**src/rtl/imem_loader.sv**
```systemverilog
// ============================================================================
// Module      : imem_loader
// Description : Y86-64 instruction encoder; serializes one decoded instruction
//               into instruction memory, one byte per cycle.
// Revision    : 1.0 - initial release
// ============================================================================
`default_nettype none

module imem_loader #(
  parameter int MEM_SIZE = 1024
) (
  input  logic        clk,
  input  logic        reset,
  input  logic        set_pc,
  input  logic [63:0] set_addr,
  input  logic        in_valid,
  output logic        in_ready,
  input  logic [3:0]  in_icode,
  input  logic [3:0]  in_ifun,
  input  logic [3:0]  in_rA,
  input  logic [3:0]  in_rB,
  input  logic [63:0] in_valC,
  output logic        mem_we,
  output logic [63:0] mem_addr,
  output logic [7:0]  mem_wdata,
  output logic [63:0] wr_ptr,
  output logic [2:0]  stat,
  output logic [31:0] instr_count
);

  typedef enum logic [0:0] {S_IDLE = 1'b0, S_EMIT = 1'b1} state_t;

  localparam logic [2:0]  C_SAOK      = 3'd1;
  localparam logic [2:0]  C_SADR      = 3'd2;
  localparam logic [2:0]  C_SINS      = 3'd3;
  localparam logic [64:0] C_MEM_LIMIT = 65'(MEM_SIZE);

  state_t      state_q, state_d;
  logic [3:0]  ra_q, ra_d;
  logic [3:0]  rb_q, rb_d;
  logic [63:0] valc_q, valc_d;
  logic        nr_q, nr_d;
  logic [3:0]  len_q, len_d;
  logic [3:0]  idx_q, idx_d;
  logic        mem_we_q, mem_we_d;
  logic [63:0] mem_addr_q, mem_addr_d;
  logic [7:0]  mem_wdata_q, mem_wdata_d;
  logic [63:0] wr_ptr_q, wr_ptr_d;
  logic [2:0]  stat_q, stat_d;
  logic [31:0] count_q, count_d;

  logic        w_nr;
  logic        w_nv;
  logic [3:0]  w_len;
  logic [64:0] w_end;
  logic [2:0]  w_vidx;
  logic [7:0]  w_byte;

  assign in_ready    = (state_q == S_IDLE) && !set_pc && !reset;
  assign mem_we      = mem_we_q;
  assign mem_addr    = mem_addr_q;
  assign mem_wdata   = mem_wdata_q;
  assign wr_ptr      = wr_ptr_q;
  assign stat        = stat_q;
  assign instr_count = count_q;

  always_comb begin
    w_nr = 1'b0;
    w_nv = 1'b0;
    case (in_icode)
      4'd2, 4'd6, 4'd10, 4'd11: w_nr = 1'b1;
      4'd3, 4'd4, 4'd5: begin
        w_nr = 1'b1;
        w_nv = 1'b1;
      end
      4'd7, 4'd8: w_nv = 1'b1;
      default: ;
    endcase
  end

  assign w_len = 4'd1 + {3'b000, w_nr} + (w_nv ? 4'd8 : 4'd0);
  // 65-bit sum so a pointer near 2^64 cannot wrap past the bounds check
  assign w_end = {1'b0, wr_ptr_q} + {61'd0, w_len};

  // valC byte index relative to the current output byte; wraps mod 8 by design
  assign w_vidx = idx_q[2:0] - 3'd1 - {2'b00, nr_q};
  assign w_byte = (nr_q && idx_q == 4'd1) ? {ra_q, rb_q} : valc_q[{w_vidx, 3'b000} +: 8];

  always_comb begin
    state_d     = state_q;
    ra_d        = ra_q;
    rb_d        = rb_q;
    valc_d      = valc_q;
    nr_d        = nr_q;
    len_d       = len_q;
    idx_d       = idx_q;
    mem_we_d    = 1'b0;
    mem_addr_d  = mem_addr_q;
    mem_wdata_d = mem_wdata_q;
    wr_ptr_d    = wr_ptr_q;
    stat_d      = stat_q;
    count_d     = count_q;
    unique case (state_q)
      S_IDLE: begin
        if (set_pc) begin
          wr_ptr_d = set_addr;
        end else if (in_valid) begin
          if (in_icode > 4'd11) begin
            stat_d = C_SINS;
          end else if (w_end > C_MEM_LIMIT) begin
            stat_d = C_SADR;
          end else begin
            stat_d      = C_SAOK;
            state_d     = S_EMIT;
            ra_d        = in_rA;
            rb_d        = in_rB;
            valc_d      = in_valC;
            nr_d        = w_nr;
            len_d       = w_len;
            idx_d       = 4'd1;
            mem_we_d    = 1'b1;
            mem_addr_d  = wr_ptr_q;
            mem_wdata_d = {in_icode, in_ifun};
          end
        end
      end
      S_EMIT: begin
        wr_ptr_d = wr_ptr_q + 64'd1;
        if (idx_q == len_q) begin
          state_d = S_IDLE;
          count_d = count_q + 32'd1;
        end else begin
          mem_we_d    = 1'b1;
          mem_addr_d  = wr_ptr_q + 64'd1;
          mem_wdata_d = w_byte;
          idx_d       = idx_q + 4'd1;
        end
      end
      default: state_d = S_IDLE;
    endcase
  end

  always_ff @(posedge clk) begin
    if (reset) begin
      state_q     <= S_IDLE;
      ra_q        <= 4'd0;
      rb_q        <= 4'd0;
      valc_q      <= 64'd0;
      nr_q        <= 1'b0;
      len_q       <= 4'd0;
      idx_q       <= 4'd0;
      mem_we_q    <= 1'b0;
      mem_addr_q  <= 64'd0;
      mem_wdata_q <= 8'd0;
      wr_ptr_q    <= 64'd0;
      stat_q      <= C_SAOK;
      count_q     <= 32'd0;
    end else begin
      state_q     <= state_d;
      ra_q        <= ra_d;
      rb_q        <= rb_d;
      valc_q      <= valc_d;
      nr_q        <= nr_d;
      len_q       <= len_d;
      idx_q       <= idx_d;
      mem_we_q    <= mem_we_d;
      mem_addr_q  <= mem_addr_d;
      mem_wdata_q <= mem_wdata_d;
      wr_ptr_q    <= wr_ptr_d;
      stat_q      <= stat_d;
      count_q     <= count_d;
    end
  end

endmodule

`default_nettype wire
```
**config.mk**
```make
export PLATFORM = sky130hd
export DESIGN_NAME = imem_loader
export DESIGN_NICKNAME = d
export VERILOG_FILES = /design/src/rtl/imem_loader.sv
export SDC_FILE = /design/constraint.sdc
export NUM_CORES = 1
export LEC_CHECK = 0
export ABC_CLOCK_PERIOD_IN_PS = 7200
export CAP_MARGIN = 20
export CORE_UTILIZATION = 51
export DETAILED_ROUTE_END_ITERATION = 16
export PLACE_DENSITY = 0.82
export SLEW_MARGIN = 5
export SYNTH_ARGS = -nofsm -noshare
export SYNTH_HDL_FRONTEND = slang
export SYNTH_SLANG_ARGS = --single-unit
export TNS_END_PERCENT = 1
```
**constraint.sdc**
```tcl
create_clock -name clk -period 7.2 [get_ports clk]
set_input_delay 1.44 -clock clk [delete_from_list [all_inputs] [get_ports clk]]
set_output_delay 1.44 -clock clk [all_outputs]
set_load 0.02 [all_outputs]
```
Word-level counts from Yosys, hierarchy flattened
Cells that the tools add are included.
Widths: inputs -> output; s select.
Cells by class
  add/subtract/negate cells: 8
  $lt $le $gt $ge: 2
  equal/unequal tests: 17
  shift-type cells: 1
  muxes and demuxes: 32
  bitwise logic cells: 4
  reduce and logical (&&, ||, !) cells: 11
Operators by type and width (number)
  $mux 64: 6
  $pmux 64 s2: 2
  $add 64x4->65: 1
  $gt 65x11->1 const B: 1
  $add 64x1->64 const B: 1
  $shiftx 64x7->8: 1
  $mux 8: 6
  $add 32x1->32 const B: 1
  $mux 4: 6
  $eq 4x3->1 const B: 4
  $pmux 8 s2: 1
  $eq 4x4->1 const B: 3
  $ne 2x2->1 const B: 6
  $reduce_and 5->1: 2
  $eq 4x2->1 const B: 2
  $pmux 4 s2: 1
  $mux 1: 7
  $reduce_or 7->1: 1
  $reduce_or 5->1: 1
  $add 2x4->4: 1
  $add 4x1->4 const B: 1
  $eq 4x1->1 const B: 1
  $eq 4x4->1: 1
  $gt 4x4->1 const B: 1
  other kinds (10): 17
Storage, ports and cells
  bits in registers: 253
  output and inout bits: 173

Longest topological paths before layout
Gate-level depths: netlist (run 1).
  word-level depth: 12
  gate-level depth with buffers: 19
  depth with buffers taken out: 16

Worst setup path after synthesis (run 1)
No wires, ideal clock.
  path kind: input-to-reg
  from: in in_icode[2]
  to: reg len_q[3]
  setup time: 0.128 ns
  arrival: 5.376 ns
  path slack: 1.696 ns
  stages on the path: 18
  cells stage by stage: mux2_2 inv_1 ha_1 inv_1 fa_1 nand3b_1 a211oi_1 nand3_1 nor4_1 xor2_1 or4_1 nor4_2 and4_1 buf_2 buf_8 buf_6 mux2i_1 nor2_1
On the way
  word-level cells in the longest chain between the ends: 9
  elaborated cells on any way between the ends: 22
Ends and longest elaborated chain
  from (decl): line 18  | input logic [3:0] in_icode,
  $eq 4x2->1 (tied with other cells): line 70  | case (in_icode)
  $reduce_or 7->1 (no line) *
  $mux 1 *: line 70
  $add 1x1->2 *: line 81  | assign w_len = 4'd1 + {3'b000, w_nr} + (w_nv ? 4'd8 : 4'd0);
  $add 2x4->4 *: line 81
  via w_len[0]: line 54  | logic [3:0] w_len;
  $add 64x4->65 *: line 83  | assign w_end = {1'b0, wr_ptr_q} + {61'd0, w_len};
  $gt 65x11->1 *: line 110  | end else if (w_end > C_MEM_LIMIT) begin
  $not 1->1 (no line) *
  $reduce_and 5->1 (no line) *
  to (signal assigned): line 164  | len_q <= len_d;
  to (decl): line 43  | logic [3:0] len_q, len_d;
The timed path passes the listed nets; every way through them passes the cells marked *.
A chain may end at the register's enable or synchronous reset.

Final worst setup path (run 1)
  from: in in_icode[1]
  to: reg rb_q[1]
On the way
  word-level cells in the longest chain between the ends: 9
  elaborated cells on any way between the ends: 22
Ends and longest elaborated chain
  $eq 4x2->1 (tied with other cells): line 70
  $reduce_or 7->1 (no line) *
  $mux 1 *: line 70
  $add 1x1->2 *: line 81
  $add 2x4->4 *: line 81
  via w_len[1]: line 54
  $add 64x4->65 *: line 83
  $gt 65x11->1 *: line 110
  $not 1->1 (no line) *
  $reduce_and 5->1 (no line) *
  to (signal assigned): line 161  | rb_q <= rb_d;
  to (decl): line 40  | logic [3:0] rb_q, rb_d;
Marked as above.

==> results by group, run 1 <==
Logic synthesis
  • Post-synthesis xor/xnor area fraction: 0.0695
  • Synth top area share: 0.351
  • Cell Area, Synth: 14,200 µm²
  • Post-synthesis area per instance: 8.19 µm²
  • Post-Synth Adder-Cell Area: 0.00931
  • Largest cells by area after synthesis: dfxtp_1 (35%), nor2_1 (7.3%), mux2i_1 (6.6%), a211oi_2 (3.9%), xor2_1 (3.8%)
  • Complex-gate fraction of the synthesized area: 0.166
  • Post-synth top flop: dfxtp_1
  • Number of flops mapped to enable cells by yosys: 0
  • Syn. warnings: 0
  • Mapped Nets: 1,897
  • Sequential fraction of the synthesis area: 0.351
  • Cell with the most instances after synthesis: nor2_1
  • Largest family of logic cells by synthesized area: simple AND/OR/NAND/NOR gates
  • Simple-Gate Fraction of Synth Area: 0.253
  • Yosys cell types: 70
  • Yosys top cell by area: dfxtp_1
  • Proportion of synthesized area in mux cells: 0.0937
  • Yosys reg bits: 250
  • Cell count after synthesis: 1,739
  • Post-synth ARST share: 0
  • Commonest cells in the netlist: nor2_1 (276), dfxtp_1 (250), nand2_1 (139)

Clock network
  • Hold_buf cts: 0
  • Worst skew pair latency: 550 ps
  • Num Clock Sinks: 250
  • Maximum clock insertion buffer count: 3
  • Number of H-tree levels: 1
  • Setup bufs post-CTS: 0
  • Clock slew at reported path FFs: 60 ps
  • Root buffer cell: clkbuf_16
  • CTS tree: built
  • Total clock buffers created by CTS: 26
  • Cts repair resizes: 0

Timing
  • Final setup violation count: 0
  • Max-slew violations: 0
  • Minimum hold slack: 492 ps
  • Final worst-path cycle share: 0.903
  • Max_slew headroom: 0.248
  • Tmin final: 6500 ps
  • Final Hold Viols: 0
  • Fmax: 154 MHz
  • Setup TNS: 0 ps
  • Worst-Margin Slew: 1120 ps
  • Final Skew: 15.1 ps
  • Final setup margin: 699 ps
  • RSZ-0062 raised after global routing: no

Place
  • Buffers added on ports: 319
  • Placed cells: 2,308
  • Pre-CTS setup slack: 305 ps
  • Routability Congestion: 1.01
  • Post-DP HPWL: 41,200 µm
  • Placed Instance Area: 17,500 µm²

Detailed routing
  • DRT Wirelength: 56,100 µm
  • Remaining DRCs: 0
  • WL per Instance: 23.8 µm
  • Initial DRT Pass Iterations: 8
  • Vias after detailed routing: 14,852
  • Initial DRC count: 1,753
  • ANT nets after route: 0
  • Routed vias/inst: 6.30

Die
  • Chip width: 169 µm
  • Total core area: 27,200 µm²
  • Vert. Die Dim: 169 µm
  • IO Pins: 321
  • Initial Utilization: 0.524
  • Site row count: 60
  • DIE AREA: 28,600 µm²

Setup path
  • Flop2flop setup slack: 1770 ps
  • Most frequent CP cell: inv_1
  • CP cell instances: clkdlybuf4s50_1 > a21oi_1 > mux2_2 > inv_1 > ha_1 > inv_1 > fa_1 > nand3b_1 > a211oi_1 > nand3_1 > nor4_1 > xor2_1 > or4_1 > nor4_2 > and4_4 > buf_12 > mux2i_1 > nor2_1
  • Worst R2R End: rb_q[1]$_SDFFE_PP0P_
  • CP max stage cell: a211oi_1
  • Worst setup SP type: input pin
  • Crit end category: flop
  • Critical path type: in2reg
  • Worst path top cell family by delay: simple AND/OR/NAND/NOR gates
  • CP Buf/Inv Count: 4
  • Worst Reg-to-Reg Cells: 11
  • Worst Path Max Fanout: 27
  • Critical Path AT: 6900 ps
  • R2r startpoint: wr_ptr[28]$_SDFFE_PP0P_
  • Max stage delay on crit path: 580 ps
  • CP required: 7600 ps

Power
  • Worst IR Drop VDD: 0.150 mV
  • P per Cell Area: 174 nW/µm²
  • Power Total: 3.20 mW
  • Pleak: 5.95 nW

Global routing
  • Grt total ovfl: 0
  • Vias in the first global route: 14,362
  • Overall Global Routing Usage: 0.382
  • Global-route wire length before repair: 84,300 µm
  • Initial antenna violation count: 1
  • Largest net degree at the start of global routing: 98

Worst hold path
  • Hold Crit Endpoint: instr_count[31]$_SDFFE_PP0P_
  • Worst min-delay path startpoint: instr_count[31]$_SDFFE_PP0P_
  • Worst hold path class: reg2reg
  • Hold depth: 2

Final layout
  • Core Util, Final: 0.677
  • Design Area, Final: 18,400 µm²
  • Share of cells above drive strength 1: 0.0796
  • Number of nets in the layout: 2,124
  • Final Non-Filler Cells: 2,359
  • Area Growth Syn to Fin: 29.2%

Run
  • Max-cap violations: 0

Outcome
  • Status: finished, final reports clean
## layout by cell type, fill, tap and decap left out, types with 8 or more instances in the layout
cell             netlist  layout
and2_1                 9       9
buf_4                  6      20
a211oi_2              44      44
a211oi_1              39      39
nor2_1               276     275
mux4_2                16      16
a21oi_1               55      55
nor4_1                24      23
xor2_1                62      62
xnor2_1               51      51
and4_1                18      17
a31oi_1                9       9
inv_1                 23      23
buf_12                 0       8
o21ai_0              104     104
nand2_1              139     138
or3_1                 21      21
dfxtp_1              250     249
clkdlybuf4s50_1        0     318
and3_1                16      16
nand4_1               61      61
ha_1                   9       9
clkbuf_16              0      28
nor3_1               103     103
mux2i_1               94      94
clkinv_2               0       8
nand3_1               47      47
a221oi_1              32      32
## final cells by class
class                           count  area (µm²)
Inverter                           23        86.3
Multi-Input combinational cell   1317        8470
Antenna cell                        1        2.50
Sequential cell                   250        5010
Clock buffer                       36         771
Timing Repair Buffer              348        3510
Fill cell                        2138        8770
Tap cell                          372         465
Clock inverter                     12        93.8
## power breakdown
part / switching (mW) / internal (mW) / leakage (nW)
clock network: 0.585 / 0.784 / 0.429
registers: 0.0845 / 1.41 / 2.03
logic: 0.166 / 0.175 / 3.49
## kinds of logic (layout without fill, tap and decap cells)
| kind of cell | after synthesis | after routing |
|---|---|---|
| and+or+nand+nor | 752 | 752 |
| AOI/OAI and AO/OA | 328 | 328 |
| DFF | 250 | 250 |
| buffers and inverters | 172 | 419 |
| xor gates and xnor gates | 113 | 113 |
| muxes | 113 | 113 |
| adders and majority gates | 10 | 10 |
| other | 1 | 2 |
## worst reg2reg max path: stages, from the launching register on
cell,delay [ps]
dfxtp_1,720
nand4_1,870
nor4_1,990
nand4_1,480
o21ai_0,290
o211ai_1,250
nor4_1,240
and3_1,290
and4_4,550
buf_12,280
mux2i_1,270
nor2_1,60
## state kept, by name (all words and copies together) (netlist names)
name         flops
rb_q             4
mem_we           1
valc_q          64
mem_wdata        8
mem_addr        64
instr_count     32
len_q            3
wr_ptr          64
idx_q            4
stat             2
ra_q             4
## worst max-delay path by stage
stage / end / cells past startpoint / start
floorplan: len_q[3]$_SDFFE_PP0P_ / 18 / in_icode[2]
global placement: valc_q[39]$_SDFFE_PP0P_ / 15 / in_icode[2]
detailed placement: rb_q[1]$_SDFFE_PP0P_ / 17 / in_icode[2]
CTS: rb_q[1]$_SDFFE_PP0P_ / 18 / in_icode[1]
global route: mem_addr[28]$_SDFFE_PP0P_ / 18 / in_icode[1]
finish: rb_q[1]$_SDFFE_PP0P_ / 18 / in_icode[1]
## per-layer routing
metal / global-route usage / routed length (µm) / share of wire
met4: 0.180 / 2690 / 0.048
met2: 0.614 / 25600 / 0.46
met3: 0.0854 / 5340 / 0.095
met1: 0.487 / 22400 / 0.40
met5: 0 / 12 / 0.00021
(Power assumes the default switching activity.)
==> inputs of run 2 (changes only) <==
--- a/config.mk
+++ b/config.mk
@@ -8,6 +8,7 @@
 export ABC_CLOCK_PERIOD_IN_PS = 7200
 export CAP_MARGIN = 20
 export CORE_UTILIZATION = 51
+export CTS_CLUSTER_DIAMETER = 80
 export DETAILED_ROUTE_END_ITERATION = 16
 export PLACE_DENSITY = 0.82
 export SLEW_MARGIN = 5
==> results of run 2 <==
Same layout as run 1: the final DEF is identical, and so are final timing and power.
==> inputs of run 3 (changes only) <==
--- a/config.mk
+++ b/config.mk
@@ -11,6 +11,7 @@
 export CTS_CLUSTER_DIAMETER = 80
 export DETAILED_ROUTE_END_ITERATION = 16
 export PLACE_DENSITY = 0.82
+export SKIP_CTS_REPAIR_TIMING = 1
 export SLEW_MARGIN = 5
 export SYNTH_ARGS = -nofsm -noshare
 export SYNTH_HDL_FRONTEND = slang
==> results of run 3 <==
Same layout as run 1: the final DEF is identical, and so are final timing and power.
==> variant, RTL diff (flow settings as in run 2) <==
Make the reset (`reset`) asynchronous in one clocked block.
--- a/src/rtl/imem_loader.sv
+++ b/src/rtl/imem_loader.sv
@@ -141,5 +141,5 @@
   end
 
-  always_ff @(posedge clk) begin
+  always_ff @(posedge clk or posedge reset) begin
     if (reset) begin
       state_q     <= S_IDLE;
Check against the original RTL: differs if reset is asserted again (counterexample within 4 cycles, from zero or initial values and one cycle with reset high); with reset held inactive, the same outputs for 4 cycles.
==> variant against run 2 <==
Sequential power grew 9%. Sequential cell count did not move. Highest routed layer is now met4. Area after synthesis up 2.1%. First-iteration DRC count fell by 3.3%. Critical path type unchanged. Wire length shrank 5.2%. Largest power group unchanged. Fmax rose by 6.1%. Via count decreased by 11%. Setup slack improved by 0.37 ns. Largest cell class unchanged. Total power rose by 10%. Sequential share of layout area is 6.0 points higher. Hold slack got worse by 0.018 ns. Design area increased by 2.5%.
==> variant: results (changes against run 2) <==
[synthesis]
synthTopCellsByCount=dfrtp_1, nor2_1, nand2_1  ; was nor2_1, dfxtp_1, nand2_1
ys_seq_area_share_pct=43.03  ; was 35.12%
netlist_top_cells_area=dfrtp_1, mux2_2, xnor2_1  ; was dfxtp_1, nor2_1, mux2i_1
synth.distinct_cells=75  ; was 70
async_flop_share_pct=100.0  ; was 0%

[timing]
slew_headroom_pct=10.70  ; was 24.85%
finalClockSkew_ns=0.02205  ; was 0.01506 ns

[layout]
nets=1891  ; was 2124
nFillCells=2142  ; was 2138
num_antenna_cells=0  ; was 1

[setup_path]
reg2reg_slack_ns=2.16  ; was 1.77 ns
worstReg2RegStart=wr_ptr[35]$_DFFE_PP0P_  ; was wr_ptr[28]$_SDFFE_PP0P_
endpoint=valc_q[54]$_DFFE_PP0P_  ; was rb_q[1]$_SDFFE_PP0P_
critPathSlowestCell=clkdlybuf4s50_1  ; was a211oi_1

[place]
placed_area_um2=17990  ; was 17510 µm²
dp_hpwl_um=38950  ; was 41180 µm
place_congestion=0.9738  ; was 1.012

[grt]
grt_use_total_pct=36.57  ; was 38.22%
grt_pass1_wl_um=79840  ; was 84300 µm
grt_max_degree=163  ; was 98
grt_antenna_before_repair=0  ; was 1

[power_and_ir_drop]
p_leak_nw=7.848  ; was 5.947 nW
ir_drop_uv=216.7  ; was 149.9 µV

[detailed_routing]
first_pass_iters=7  ; was 8
wl_um=53150  ; was 56080 µm
vias=13240  ; was 14850

[clocking]
cts_buffers=27  ; was 26

[run_status]
status=complete, no violations  ; unchanged

variant: layer usage:
layer	share of wire, %	up-vias	wire (µm)	global-route usage, %
li1	-	5872	-	-
met1	42	6555	22160	49.98
met2	46	694	24250	57.20
met3	9.2	115	4877	8.952
met4	3.5	0	1864	11.57
met5	0	-	0	0
variant: power breakdown:
| part | switching (mW) | internal [mW] |
|---|---|---|
| logic | 0.278 | 0.259 |
| clock network | 0.581 | 0.777 |
| registers | 0.177 | 1.45 |
| total | 1.04 | 2.48 |
variant: logic make-up after synthesis:
kind of cell	after synthesis	share of synthesized area [%]
multiplexers	178	14.87
XOR/XNOR	116	6.986
AO/OA/AOI/OAI	230	10.43
adder cells (fa/ha/maj)	10	0.9120
other	1	0.02579
AND/OR/NAND/NOR	543	19.17
buffers and inverters	138	4.586
flip-flops	250	43.03
variant: how the worst min path moves through the flow:
stage / startpoint / endpoint / slack, ns / depth (start not counted)
3_3_place_gp: valc_q[32]$_DFFE_PP0P_ / valc_q[32]$_DFFE_PP0P_ / 0.46 / 1
3_5_place_dp: valc_q[26]$_DFFE_PP0P_ / valc_q[26]$_DFFE_PP0P_ / 0.48 / 1
4_1_cts: instr_count[31]$_DFFE_PP0P_ / instr_count[31]$_DFFE_PP0P_ / 0.48 / 1
6_report: instr_count[31]$_DFFE_PP0P_ / instr_count[31]$_DFFE_PP0P_ / 0.47 / 1
5_1_grt: instr_count[31]$_DFFE_PP0P_ / instr_count[31]$_DFFE_PP0P_ / 0.50 / 1
2_1_floorplan: valc_q[24]$_DFFE_PP0P_ / valc_q[24]$_DFFE_PP0P_ / 0.45 / 1
variant: final cells by class:
type / count / area (µm²) / share of cell area, %
Sequential cell: 250 / 6261 / 33.19
Inverter: 27 / 105.1 / 0.5571
Multi-Input combinational cell: 1078 / 7626 / 40.43
Clock inverter: 7 / 77.57 / 0.4112
Clock buffer: 39 / 770.7 / 4.086
Tap cell: 378 / 473.0 / 2.507
Timing Repair Buffer: 349 / 3551 / 18.82
variant: worst reg2reg max path: stages, from the launching register on:
cell,delay [ns]
dfrtp_1,0.74
nand4_1,0.56
nor4_1,1.25
nand3_1,0.35
o21ai_1,0.22
o211a_1,0.22
nand4b_1,0.19
or3_1,0.46
nor3_4,0.18
buf_12,0.18
buf_12,0.18
mux2_2,0.38
variant: stage by stage:
step	hold WS, ns	setup WS (ns)	power (mW)	cells
after floorplan	0.4524	1.747	1.881	1466
after global placement	0.4624	0.7959	2.161	2081
after detailed placement	0.4751	0.6737	2.171	2081
after CTS	0.4836	1.170	3.516	2127
after global routing	0.4973	0.8406	3.636	2128
final	0.4738	1.073	3.519	2128
